<file path="src/rtl/axi4_boot_mailbox_if.sv">
// AXI4 bus bundle between the XDMA host-to-card master and the boot mailbox.
// Only the signals the mailbox uses are carried; burst type and size are implied.
interface axi4_boot_mailbox_if #(
  parameter int DATA_WIDTH = 512,
  parameter int ADDR_WIDTH = 64,
  parameter int ID_WIDTH   = 4
);
  logic [ID_WIDTH-1:0]     awid;
  logic [ADDR_WIDTH-1:0]   awaddr;
  logic [7:0]              awlen;
  logic                    awvalid;
  logic                    awready;

  logic [DATA_WIDTH-1:0]   wdata;
  logic [DATA_WIDTH/8-1:0] wstrb;
  logic                    wlast;
  logic                    wvalid;
  logic                    wready;

  logic [ID_WIDTH-1:0]     bid;
  logic [1:0]              bresp;
  logic                    bvalid;
  logic                    bready;

  logic [ID_WIDTH-1:0]     arid;
  logic [ADDR_WIDTH-1:0]   araddr;
  logic [7:0]              arlen;
  logic                    arvalid;
  logic                    arready;

  logic [ID_WIDTH-1:0]     rid;
  logic [DATA_WIDTH-1:0]   rdata;
  logic [1:0]              rresp;
  logic                    rlast;
  logic                    rvalid;
  logic                    rready;

  modport slave (
    input  awid, awaddr, awlen, awvalid,
    output awready,
    input  wdata, wstrb, wlast, wvalid,
    output wready,
    output bid, bresp, bvalid,
    input  bready,
    input  arid, araddr, arlen, arvalid,
    output arready,
    output rid, rdata, rresp, rlast, rvalid,
    input  rready
  );

  modport master (
    output awid, awaddr, awlen, awvalid,
    input  awready,
    output wdata, wstrb, wlast, wvalid,
    input  wready,
    input  bid, bresp, bvalid,
    output bready,
    output arid, araddr, arlen, arvalid,
    input  arready,
    input  rid, rdata, rresp, rlast, rvalid,
    output rready
  );
endinterface

</file>
<file path="src/rtl/axi4_boot_mailbox.sv">
// AXI4 slave mailbox: all-ones write to CTRL fires a fixed-length start pulse,
// STATUS reports busy / sticky done / boot count back to the host.
module axi4_boot_mailbox #(
  parameter int DATA_WIDTH   = 512,
  parameter int ADDR_WIDTH   = 64,
  parameter int ID_WIDTH     = 4,
  parameter int START_CYCLES = 100
) (
  input  logic                aclk,
  input  logic                areset,
  axi4_boot_mailbox_if.slave  s_axi,
  input  logic                core_done_i,
  output logic                start_o
);

  // Registers occupy one 64-byte beat each; decode on the beat index only.
  localparam int IW = ADDR_WIDTH - 6;

  typedef enum logic [1:0] {W_IDLE, W_DATA, W_RESP} wstate_e;
  typedef enum logic [0:0] {R_IDLE, R_DATA} rstate_e;

  wstate_e             wstate_q, wstate_d;
  logic [ID_WIDTH-1:0] awid_q, awid_d;
  logic [IW-1:0]       widx_q, widx_d;

  rstate_e             rstate_q, rstate_d;
  logic [ID_WIDTH-1:0] arid_q, arid_d;
  logic [IW-1:0]       ridx_q, ridx_d;
  logic [7:0]          arlen_q, arlen_d;
  logic [7:0]          rcnt_q, rcnt_d;
  logic                rlast_q, rlast_d;
  logic [63:0]         rdata_q, rdata_d;

  logic                start_q, start_d;
  logic [15:0]         cnt_q, cnt_d;
  logic                done_q, done_d;
  logic [15:0]         boot_q, boot_d;

  logic                w_hs;
  logic                start_req, start_acc, done_clr;
  logic [63:0]         status;
  logic [7:0]          rcnt_nxt;
  logic [IW-1:0]       ridx_nxt;
  logic                unused_ok;

  assign status = {16'h0, boot_q, 30'h0, done_q, start_q};

  function automatic logic [63:0] reg_rd(input logic [IW-1:0] idx, input logic [63:0] st);
    return (idx == IW'(1)) ? st : 64'h0;
  endfunction

  assign w_hs      = (wstate_q == W_DATA) && s_axi.wvalid;
  assign start_req = w_hs && (widx_q == '0) &&
                     (s_axi.wdata[63:0] == 64'hFFFF_FFFF_FFFF_FFFF) &&
                     (s_axi.wstrb[7:0] == 8'hFF);
  assign start_acc = start_req && !start_q;
  assign done_clr  = start_acc ||
                     (w_hs && (widx_q == IW'(1)) && s_axi.wdata[1] && s_axi.wstrb[0]);

  // Write channel: AW -> W beats until wlast -> single B.
  always_comb begin
    wstate_d = wstate_q;
    awid_d   = awid_q;
    widx_d   = widx_q;
    unique case (wstate_q)
      W_IDLE: if (s_axi.awvalid) begin
        awid_d   = s_axi.awid;
        widx_d   = s_axi.awaddr[ADDR_WIDTH-1:6];
        wstate_d = W_DATA;
      end
      W_DATA: if (s_axi.wvalid) begin
        widx_d = widx_q + IW'(1);
        if (s_axi.wlast) wstate_d = W_RESP;
      end
      W_RESP: if (s_axi.bready) wstate_d = W_IDLE;
      default: wstate_d = W_IDLE;
    endcase
  end

  assign rcnt_nxt = rcnt_q + 8'd1;
  assign ridx_nxt = ridx_q + IW'(1);

  // Read channel: rdata/rlast are registered when a beat is launched so they
  // stay frozen while the host stalls on rready.
  always_comb begin
    rstate_d = rstate_q;
    arid_d   = arid_q;
    ridx_d   = ridx_q;
    arlen_d  = arlen_q;
    rcnt_d   = rcnt_q;
    rlast_d  = rlast_q;
    rdata_d  = rdata_q;
    unique case (rstate_q)
      R_IDLE: if (s_axi.arvalid) begin
        arid_d   = s_axi.arid;
        ridx_d   = s_axi.araddr[ADDR_WIDTH-1:6];
        arlen_d  = s_axi.arlen;
        rcnt_d   = 8'd0;
        rlast_d  = (s_axi.arlen == 8'd0);
        rdata_d  = reg_rd(s_axi.araddr[ADDR_WIDTH-1:6], status);
        rstate_d = R_DATA;
      end
      R_DATA: if (s_axi.rready) begin
        if (rlast_q) begin
          rstate_d = R_IDLE;
        end else begin
          ridx_d  = ridx_nxt;
          rcnt_d  = rcnt_nxt;
          rlast_d = (rcnt_nxt == arlen_q);
          rdata_d = reg_rd(ridx_nxt, status);
        end
      end
      default: rstate_d = R_IDLE;
    endcase
  end

  // Start pulse counts START_CYCLES-1 down to 0; done set beats clear.
  always_comb begin
    start_d = start_q;
    cnt_d   = cnt_q;
    boot_d  = boot_q;
    done_d  = done_q;
    if (start_acc) begin
      start_d = 1'b1;
      cnt_d   = 16'(START_CYCLES - 1);
      boot_d  = boot_q + 16'd1;
    end else if (start_q) begin
      if (cnt_q == 16'd0) start_d = 1'b0;
      else                cnt_d   = cnt_q - 16'd1;
    end
    if (done_clr)    done_d = 1'b0;
    if (core_done_i) done_d = 1'b1;
  end

  always_ff @(posedge aclk) begin
    if (areset) begin
      wstate_q <= W_IDLE;
      awid_q   <= '0;
      widx_q   <= '0;
      rstate_q <= R_IDLE;
      arid_q   <= '0;
      ridx_q   <= '0;
      arlen_q  <= '0;
      rcnt_q   <= '0;
      rlast_q  <= 1'b0;
      rdata_q  <= '0;
      start_q  <= 1'b0;
      cnt_q    <= '0;
      done_q   <= 1'b0;
      boot_q   <= '0;
    end else begin
      wstate_q <= wstate_d;
      awid_q   <= awid_d;
      widx_q   <= widx_d;
      rstate_q <= rstate_d;
      arid_q   <= arid_d;
      ridx_q   <= ridx_d;
      arlen_q  <= arlen_d;
      rcnt_q   <= rcnt_d;
      rlast_q  <= rlast_d;
      rdata_q  <= rdata_d;
      start_q  <= start_d;
      cnt_q    <= cnt_d;
      done_q   <= done_d;
      boot_q   <= boot_d;
    end
  end

  assign s_axi.awready = (wstate_q == W_IDLE);
  assign s_axi.wready  = (wstate_q == W_DATA);
  assign s_axi.bvalid  = (wstate_q == W_RESP);
  assign s_axi.bid     = awid_q;
  assign s_axi.bresp   = 2'b00;

  assign s_axi.arready = (rstate_q == R_IDLE);
  assign s_axi.rvalid  = (rstate_q == R_DATA);
  assign s_axi.rid     = arid_q;
  assign s_axi.rdata   = DATA_WIDTH'(rdata_q);
  assign s_axi.rresp   = 2'b00;
  assign s_axi.rlast   = rlast_q;

  assign start_o = start_q;

  // Burst length on AW, sub-beat address bits and upper lanes carry no meaning here.
  assign unused_ok = ^{s_axi.awlen, s_axi.awaddr[5:0], s_axi.araddr[5:0],
                       s_axi.wdata, s_axi.wstrb};

endmodule
</file>
<file path="src/flat_wrapper.sv">
// flat-port wrapper written by rule: the top's interface ports become plain ports
module axi4_boot_mailbox_flat 
#(
  parameter int DATA_WIDTH   = 512,
  parameter int ADDR_WIDTH   = 64,
  parameter int ID_WIDTH     = 4,
  parameter int START_CYCLES = 100
)
  (aclk, areset, core_done_i, start_o, s_axi_awid, s_axi_awaddr, s_axi_awlen, s_axi_awvalid, s_axi_awready, s_axi_wdata, s_axi_wstrb, s_axi_wlast, s_axi_wvalid, s_axi_wready, s_axi_bid, s_axi_bresp, s_axi_bvalid, s_axi_bready, s_axi_arid, s_axi_araddr, s_axi_arlen, s_axi_arvalid, s_axi_arready, s_axi_rid, s_axi_rdata, s_axi_rresp, s_axi_rlast, s_axi_rvalid, s_axi_rready);
  axi4_boot_mailbox_if #(.DATA_WIDTH(DATA_WIDTH), .ADDR_WIDTH(ADDR_WIDTH), .ID_WIDTH(ID_WIDTH)) s_axi_i ();
  input  logic aclk;
  input  logic areset;
  input  logic core_done_i;
  output logic start_o;
  input wire logic [$bits(s_axi_i.awid)-1:0] s_axi_awid;
  input wire logic [$bits(s_axi_i.awaddr)-1:0] s_axi_awaddr;
  input wire logic [$bits(s_axi_i.awlen)-1:0] s_axi_awlen;
  input wire logic [$bits(s_axi_i.awvalid)-1:0] s_axi_awvalid;
  output wire logic [$bits(s_axi_i.awready)-1:0] s_axi_awready;
  input wire logic [$bits(s_axi_i.wdata)-1:0] s_axi_wdata;
  input wire logic [$bits(s_axi_i.wstrb)-1:0] s_axi_wstrb;
  input wire logic [$bits(s_axi_i.wlast)-1:0] s_axi_wlast;
  input wire logic [$bits(s_axi_i.wvalid)-1:0] s_axi_wvalid;
  output wire logic [$bits(s_axi_i.wready)-1:0] s_axi_wready;
  output wire logic [$bits(s_axi_i.bid)-1:0] s_axi_bid;
  output wire logic [$bits(s_axi_i.bresp)-1:0] s_axi_bresp;
  output wire logic [$bits(s_axi_i.bvalid)-1:0] s_axi_bvalid;
  input wire logic [$bits(s_axi_i.bready)-1:0] s_axi_bready;
  input wire logic [$bits(s_axi_i.arid)-1:0] s_axi_arid;
  input wire logic [$bits(s_axi_i.araddr)-1:0] s_axi_araddr;
  input wire logic [$bits(s_axi_i.arlen)-1:0] s_axi_arlen;
  input wire logic [$bits(s_axi_i.arvalid)-1:0] s_axi_arvalid;
  output wire logic [$bits(s_axi_i.arready)-1:0] s_axi_arready;
  output wire logic [$bits(s_axi_i.rid)-1:0] s_axi_rid;
  output wire logic [$bits(s_axi_i.rdata)-1:0] s_axi_rdata;
  output wire logic [$bits(s_axi_i.rresp)-1:0] s_axi_rresp;
  output wire logic [$bits(s_axi_i.rlast)-1:0] s_axi_rlast;
  output wire logic [$bits(s_axi_i.rvalid)-1:0] s_axi_rvalid;
  input wire logic [$bits(s_axi_i.rready)-1:0] s_axi_rready;
  assign s_axi_i.awid = s_axi_awid;
  assign s_axi_i.awaddr = s_axi_awaddr;
  assign s_axi_i.awlen = s_axi_awlen;
  assign s_axi_i.awvalid = s_axi_awvalid;
  assign s_axi_awready = s_axi_i.awready;
  assign s_axi_i.wdata = s_axi_wdata;
  assign s_axi_i.wstrb = s_axi_wstrb;
  assign s_axi_i.wlast = s_axi_wlast;
  assign s_axi_i.wvalid = s_axi_wvalid;
  assign s_axi_wready = s_axi_i.wready;
  assign s_axi_bid = s_axi_i.bid;
  assign s_axi_bresp = s_axi_i.bresp;
  assign s_axi_bvalid = s_axi_i.bvalid;
  assign s_axi_i.bready = s_axi_bready;
  assign s_axi_i.arid = s_axi_arid;
  assign s_axi_i.araddr = s_axi_araddr;
  assign s_axi_i.arlen = s_axi_arlen;
  assign s_axi_i.arvalid = s_axi_arvalid;
  assign s_axi_arready = s_axi_i.arready;
  assign s_axi_rid = s_axi_i.rid;
  assign s_axi_rdata = s_axi_i.rdata;
  assign s_axi_rresp = s_axi_i.rresp;
  assign s_axi_rlast = s_axi_i.rlast;
  assign s_axi_rvalid = s_axi_i.rvalid;
  assign s_axi_i.rready = s_axi_rready;
  axi4_boot_mailbox #(.DATA_WIDTH(DATA_WIDTH), .ADDR_WIDTH(ADDR_WIDTH), .ID_WIDTH(ID_WIDTH), .START_CYCLES(START_CYCLES)) u_core (.aclk(aclk), .areset(areset), .s_axi(s_axi_i), .core_done_i(core_done_i), .start_o(start_o));
endmodule
</file>
<file path="config.mk">
export PLATFORM = sky130hd
export DESIGN_NAME = axi4_boot_mailbox_flat
export DESIGN_NICKNAME = d
export VERILOG_FILES = /design/src/rtl/axi4_boot_mailbox_if.sv /design/src/rtl/axi4_boot_mailbox.sv /design/src/flat_wrapper.sv
export SDC_FILE = /design/constraint.sdc
export NUM_CORES = 1
export LEC_CHECK = 0
export CORE_AREA = 2 2 490 492
export CTS_CLUSTER_SIZE = 40
export DETAILED_ROUTE_END_ITERATION = 8
export DIE_AREA = 0 0 492 494
export PLACE_DENSITY = 0.32
export SLEW_MARGIN = 0
export SYNTH_ARGS = -nofsm -noshare
export SYNTH_HDL_FRONTEND = slang
export SYNTH_SLANG_ARGS = --single-unit
</file>
<file path="constraint.sdc">
create_clock -name aclk -period 10.8 [get_ports aclk]
set_input_delay 2.7 -clock aclk [delete_from_list [all_inputs] [get_ports aclk]]
set_output_delay 2.7 -clock aclk [all_outputs]
set_load 0.05 [all_outputs]
</file>
==> impl_metrics.tcl, run 1 <==
set metrics [dict create \
    syn_area_per_cell_sq_um 7.24 \
    clock_tree.buffer_depth 2 \
    grt_pass1_wl_um 93400 \
    cts_resized 0 \
    finalCritPeriodShare_pct 51.8 \
    rows 179 \
    synth-main-ff-cell "dfxtp_1" \
    track_usage_pct 5.35 \
    grt_max_degree 124 \
    final_area_sq_um 20600 \
    worstPathArrival_ns 6.03 \
    io_pins 1268 \
    drv_slew 0 \
    fmax_ghz 0.179 \
    grt_setup_unrepaired "false" \
    io_buffers 245 \
    clk_pin_slew_ns 0.09 \
    postCtsHoldBufs 0 \
    cts_setup_buffers 0 \
    synth_cell_types 68 \
    grt-ovfl-total 0 \
    start_kind "input pin" \
    core_region_area_sq_um 237000 \
    dieArea_sq_um 243000 \
    hpwlAfterDp_um 53100 \
    vias 14200 \
    wirelength_um 68300 \
    antenna_found_initial 22 \
    yosys_register_bits 196 \
    netlist_instances 2179 \
    reg2reg_slack_ns 6.03 \
    initial_core_util_pct 6.64 \
    ys_seq_area_share_pct 24.9 \
    final_hold_viol_count 0 \
    multi_input_area_sq_um 9410 \
    post_dp_cell_area_sq_um 20000 \
    status "finished clean" \
    synth_most_common_cell "buf_4" \
    final_antenna_net_count 0 \
    required_ns 11.23 \
    tns_ns 0 \
    peakVddDrop_uv 138 \
    ctsHtreeMaxLevel 4 \
    cts_tree "yes" \
    syn_to_final_growth_pct 30.8 \
    routedWlPerCell_um 12.4 \
    synth_edf_count 0 \
    yosys_warnings 0 \
    drc 0 \
    synth_top_area_cell "dfxtp_1" \
    crit_type "input pin to flop" \
    fin_nets 3081 \
    cp_max_fo 18 \
    fin_crit_ns 5.60 \
    hold_class "flop to flop" \
    fillerInstances 27900 \
    synthesis.area_sq_um 15800 \
    worstMarginPinSlew_ns 1.00 \
    yosysTopAreaCellShare_pct 24.9 \
    post_drt_via_cell_ratio 2.58 \
    synth_area_leaders "dfxtp_1 (25%), buf_4 (24%), nor2_1 (5.6%)" \
    final_layout_size_suffix_gt1_share_pct 3.83 \
    cts_root_buf "clkbuf_16" \
    crit_path_end_kind "flop" \
    setup_viol 0 \
    routabilityCongestion 0.723 \
    grt_pass1_vias 12500 \
    async_flop_share_pct 0 \
    relSlewSlack_pct 32.7 \
    first_iter_violations 656 \
    pwr_density_cell_nw_per_um2 115 \
    maxCapViolations 0 \
    yosys-top-cells-count "buf_4 (501), nor2_1 (235), nand2_1 (217)" \
    cts.sinks 196 \
    regArea_sq_um 3930 \
    insertion_delay_ns 0.55 \
    die_h_um 494 \
    cts_made_buffers 17 \
    p_leak_uw 0.00684 \
    first_pass_iters 5 \
    fp.dieW_um 492 \
    fin_skew_ns 0.0361 \
]
==> logic make-up (layout without fill, tap and decap cells) <==
family	count (synthesis)	after routing	synth area share [%]
DFF	196	196	24.9
xor gates and xnor gates	81	81	4.50
muxes	6	6	0.389
other	1	500	0.0238
and+or+nand+nor	818	818	25.3
adders and majority gates	8	8	0.635
buffers and inverters	648	321	27.5
AOI/OAI and AO/OA	421	421	16.8
==> critical path, stage by stage <==
cell	delay, ns
clkdlybuf4s50_1	0.48
nand2_1	0.09
nor2_1	0.12
buf_4	0.22
nand4_1	0.14
or4_1	0.53
nor4_1	0.43
and3_1	0.32
nand4_4	0.48
a311oi_1	0.45
==> per-layer routing <==
layer | vias to the layer above | GRT usage [%] | share of wire [%]
li1 | 6891 | - | -
met1 | 6688 | 6.03 | 40
met2 | 582 | 10.1 | 53
met3 | 65 | 1.25 | 5.5
met4 | 10 | 1.17 | 1.4
met5 | - | 0 | 0.10
==> power breakdown <==
group | internal [uW] | leakage, uW | switching [uW]
Sequential | 768 | 0.00160 | 71.9
Clock | 344 | 0.000308 | 396
Combinational | 178 | 0.00492 | 613
Total | 1290 | 0.00684 | 1080
==> cell usage in the layout, fill, tap and decap left out, types with 23 or more instances in the layout <==
| master | netlist | final |
|---|---|---|
| conb_1 | 1 | 498 |
| clkdlybuf4s50_1 | 0 | 244 |
| a21oi_1 | 165 | 165 |
| nor3_1 | 59 | 59 |
| nand3_1 | 61 | 61 |
| dfxtp_1 | 196 | 195 |
| nand4_1 | 63 | 63 |
| o22ai_1 | 23 | 23 |
| nor2_1 | 235 | 233 |
| nand2_1 | 217 | 215 |
| o21ai_0 | 81 | 81 |
| a211oi_1 | 36 | 36 |
| and3_1 | 39 | 39 |
| inv_1 | 24 | 24 |
| xnor2_1 | 49 | 49 |
| a22oi_1 | 24 | 24 |
| xor2_1 | 32 | 32 |
| nor4_1 | 52 | 51 |
==> state kept, by name (all words and copies together), names as in the netlist <==
signal and flops:
u_core.ridx_q 58, u_core.widx_q 58, u_core.rdata_q 18, u_core.boot_q 16
u_core.cnt_q 16, u_core.arlen_q 8, u_core.rcnt_q 8, u_core.s_axi.bid 4
u_core.s_axi.rid 4, u_core.wstate_q 2, u_core.done_q 1, u_core.s_axi.rlast 1
u_core.s_axi.rvalid 1, u_core.start_o 1
==> through the flow <==
stage                     utilization (%)  total power, uW  instances  hold WS (ns)  setup slack, ns
after floorplan                         -             1580       2676         0.448             6.04
after global placement               8.42             1660       5484         0.447             4.52
after detailed placement             8.42             1660       5484         0.448             4.51
after CTS                            8.69             2430       5516         0.461             5.11
after global routing                 8.69             2500       5516         0.487             5.04
final                                8.69             2370       5518         0.457             5.20
==> area by class of cell <==
| class | instances | area share, % |
|---|---|---|
| Inverter | 26 | 0.473 |
| Tap cell | 3167 | 19.2 |
| Clock inverter | 14 | 0.928 |
| Multi-Input combinational cell | 1832 | 45.6 |
| Clock buffer | 18 | 2.13 |
| Timing Repair Buffer | 263 | 12.6 |
| Antenna cell | 2 | 0.0243 |
| Sequential cell | 196 | 19.0 |
==> path summary, 6_finish.rpt <==
check / start / endpoint / depth (start not counted)
worst max-delay path: s_axi_rready / u_core.rdata_q[46]$_SDFFE_PP0P_ / 10
worst min-delay path: u_core.s_axi.bid[0]$_SDFFE_PP0P_ / u_core.s_axi.bid[0]$_SDFFE_PP0P_ / 2
worst max register to register: u_core.ridx_q[1]$_SDFFE_PP0P_ / u_core.rdata_q[46]$_SDFFE_PP0P_ / 10
worst min register to register: u_core.s_axi.bid[0]$_SDFFE_PP0P_ / u_core.s_axi.bid[0]$_SDFFE_PP0P_ / 2
Power figures use the tool's default switching activity.
==> inputs of run 2 (changes only) <==
--- a/config.mk
+++ b/config.mk
@@ -5,10 +5,10 @@
 export SDC_FILE = /design/constraint.sdc
 export NUM_CORES = 1
 export LEC_CHECK = 0
-export CORE_AREA = 2 2 490 492
+export CORE_AREA = 2 2 496 498
 export CTS_CLUSTER_SIZE = 40
 export DETAILED_ROUTE_END_ITERATION = 8
-export DIE_AREA = 0 0 492 494
+export DIE_AREA = 0 0 498 500
 export PLACE_DENSITY = 0.32
 export SLEW_MARGIN = 0
 export SYNTH_ARGS = -nofsm -noshare
==> constraint.sdc (replaced) <==
create_clock -name aclk -period 5.6 [get_ports aclk]
set_input_delay 1.4 -clock aclk [delete_from_list [all_inputs] [get_ports aclk]]
set_output_delay 1.4 -clock aclk [all_outputs]
set_load 0.05 [all_outputs]
==> run 2 against run 1 <==
Worst setup slack worse by 3.9 ns. Highest routed layer unchanged. Sequential share of layout area is 0.091 points lower. Clock power up 92%. Design area increased by 0.48%. Non-clock buffer count is 8 higher. Power up 93%.
==> impl_metrics.tcl, run 2 (synthesized netlist as in run 1, its figures left out) <==
set metrics [dict create \
    status "finished clean" \
    track_usage_pct 5.39 \
    setup_viol 0 \
    post_dp_cell_area_sq_um 20100 \
    post_drt_via_cell_ratio 2.57 \
    postCtsHoldBufs 0 \
    p_leak_uw 0.00686 \
    fp.dieW_um 498 \
    finalCritPeriodShare_pct 77.4 \
    worstMarginPinSlew_ns 1.00 \
    pwr_density_cell_nw_per_um2 220 \
    fin_nets 3089 \
    core_region_area_sq_um 244000 \
    cts_tree "yes" \
    tns_ns 0 \
    grt_pass1_vias 13000 \
    initial_core_util_pct 6.45 \
    final_area_sq_um 20700 \
    insertion_delay_ns 0.54 \
    die_h_um 500 \
    dieArea_sq_um 249000 \
    first_pass_iters 5 \
    vias 14300 \
    final_hold_viol_count 0 \
    cp_max_fo 18 \
    grt_setup_unrepaired "false" \
    io_buffers 245 \
    maxCapViolations 0 \
    final_layout_size_suffix_gt1_share_pct 4.12 \
    preCtsSetupSlack_ns 0.740 \
    cts_resized 0 \
    required_ns 6.03 \
    cts.sinks 196 \
    peakVddDrop_uv 250 \
    crit_path_end_kind "flop" \
    ctsHtreeMaxLevel 4 \
    clk_pin_slew_ns 0.09 \
    io_pins 1268 \
    grt_pass1_wl_um 96600 \
    final_antenna_net_count 0 \
    drv_slew 0 \
    routedWlPerCell_um 12.5 \
    antenna_found_initial 30 \
    setup_ws_ns 1.26 \
    routabilityCongestion 0.720 \
    relSlewSlack_pct 32.7 \
    grt-ovfl-total 0 \
    hold_class "flop to flop" \
    grt_max_degree 93 \
    use_met2_pct 10.1 \
    fmax_ghz 0.231 \
    worstPathArrival_ns 4.76 \
    first_iter_violations 802 \
    top_usage_layer "met2" \
    cts_setup_buffers 0 \
    drc 0 \
    fillerInstances 28700 \
    cts_made_buffers 17 \
    use_met3_pct 1.33 \
    top_regs "u_core.ridx_q (58), u_core.widx_q (58), u_core.rdata_q (18)" \
    wirelength_um 69600 \
    crit_type "flop to flop" \
    hpwlAfterDp_um 54700 \
    clock_tree.buffer_depth 2 \
    use_met1_pct 6.00 \
    start_kind "flop" \
    layout_commonest_cell "conb_1" \
    final_cell_mix "conb_1 (498), clkdlybuf4s50_1 (244), nor2_1 (233)" \
    cts_root_buf "clkbuf_16" \
    fin_crit_ns 4.34 \
    rows 182 \
    syn_to_final_growth_pct 31.5 \
    fin_skew_ns 0.0381 \
]
run 2: layer usage:
metal	vias up	part of all wire [%]
met3	79	5.9
met1	6698	39
met4	14	2.0
met5	-	0.14
li1	6918	-
met2	640	53
run 2: path summary, 6_finish.rpt:
check                                   start                               end  slack, ns  cells past startpoint
max             u_core.ridx_q[1]$_SDFFE_PP0P_    u_core.rdata_q[1]$_SDFFE_PP0P_       1.26                     12
min          u_core.s_axi.bid[1]$_SDFFE_PP0P_  u_core.s_axi.bid[1]$_SDFFE_PP0P_       0.46                      2
max reg2reg     u_core.ridx_q[1]$_SDFFE_PP0P_    u_core.rdata_q[1]$_SDFFE_PP0P_       1.26                     12
min reg2reg  u_core.s_axi.bid[1]$_SDFFE_PP0P_  u_core.s_axi.bid[1]$_SDFFE_PP0P_       0.46                      2
run 2: layout make-up:
type                            instances  area (sq um)  area share (%)
Timing Repair Buffer                  271          2650            12.8
Sequential cell                       196          3930            18.9
Clock inverter                         13           161           0.779
Multi-Input combinational cell       1832          9410            45.4
Tap cell                             3220          4030            19.4
Clock buffer                           19           454            2.19
Inverter                               26          97.6           0.471
Antenna cell                            2          5.00          0.0241
run 2: critical path, stage by stage, from the launching register on:
cell and delay, ns:
dfxtp_1 0.44, ha_1 0.32, and4_1 0.22, buf_4 0.18, nand4_2 0.23, or4_1 0.77, nor4_1 0.42, xnor2_1 0.22
nand3_1 0.15, nor4_1 0.55, nand4_4 0.16, buf_4 0.26, a311oi_1 0.28
run 2: metrics by stage:
stage | util [%] | total power [uW] | std cells | hold WS, ns
6_report | 8.48 | 4560 | 5579 | 0.458
5_1_grt | 8.48 | 4810 | 5577 | 0.488
4_1_cts | 8.48 | 4680 | 5577 | 0.462
3_5_place_dp | 8.23 | 3190 | 5545 | 0.450
3_3_place_gp | 8.23 | 3200 | 5545 | 0.447
2_1_floorplan | - | 3050 | 2676 | 0.448
run 2: where the power goes:
part	internal, uW	switching, uW	total, uW
Combinational	343	1190	1530
Sequential	1480	137	1620
Clock	635	784	1420
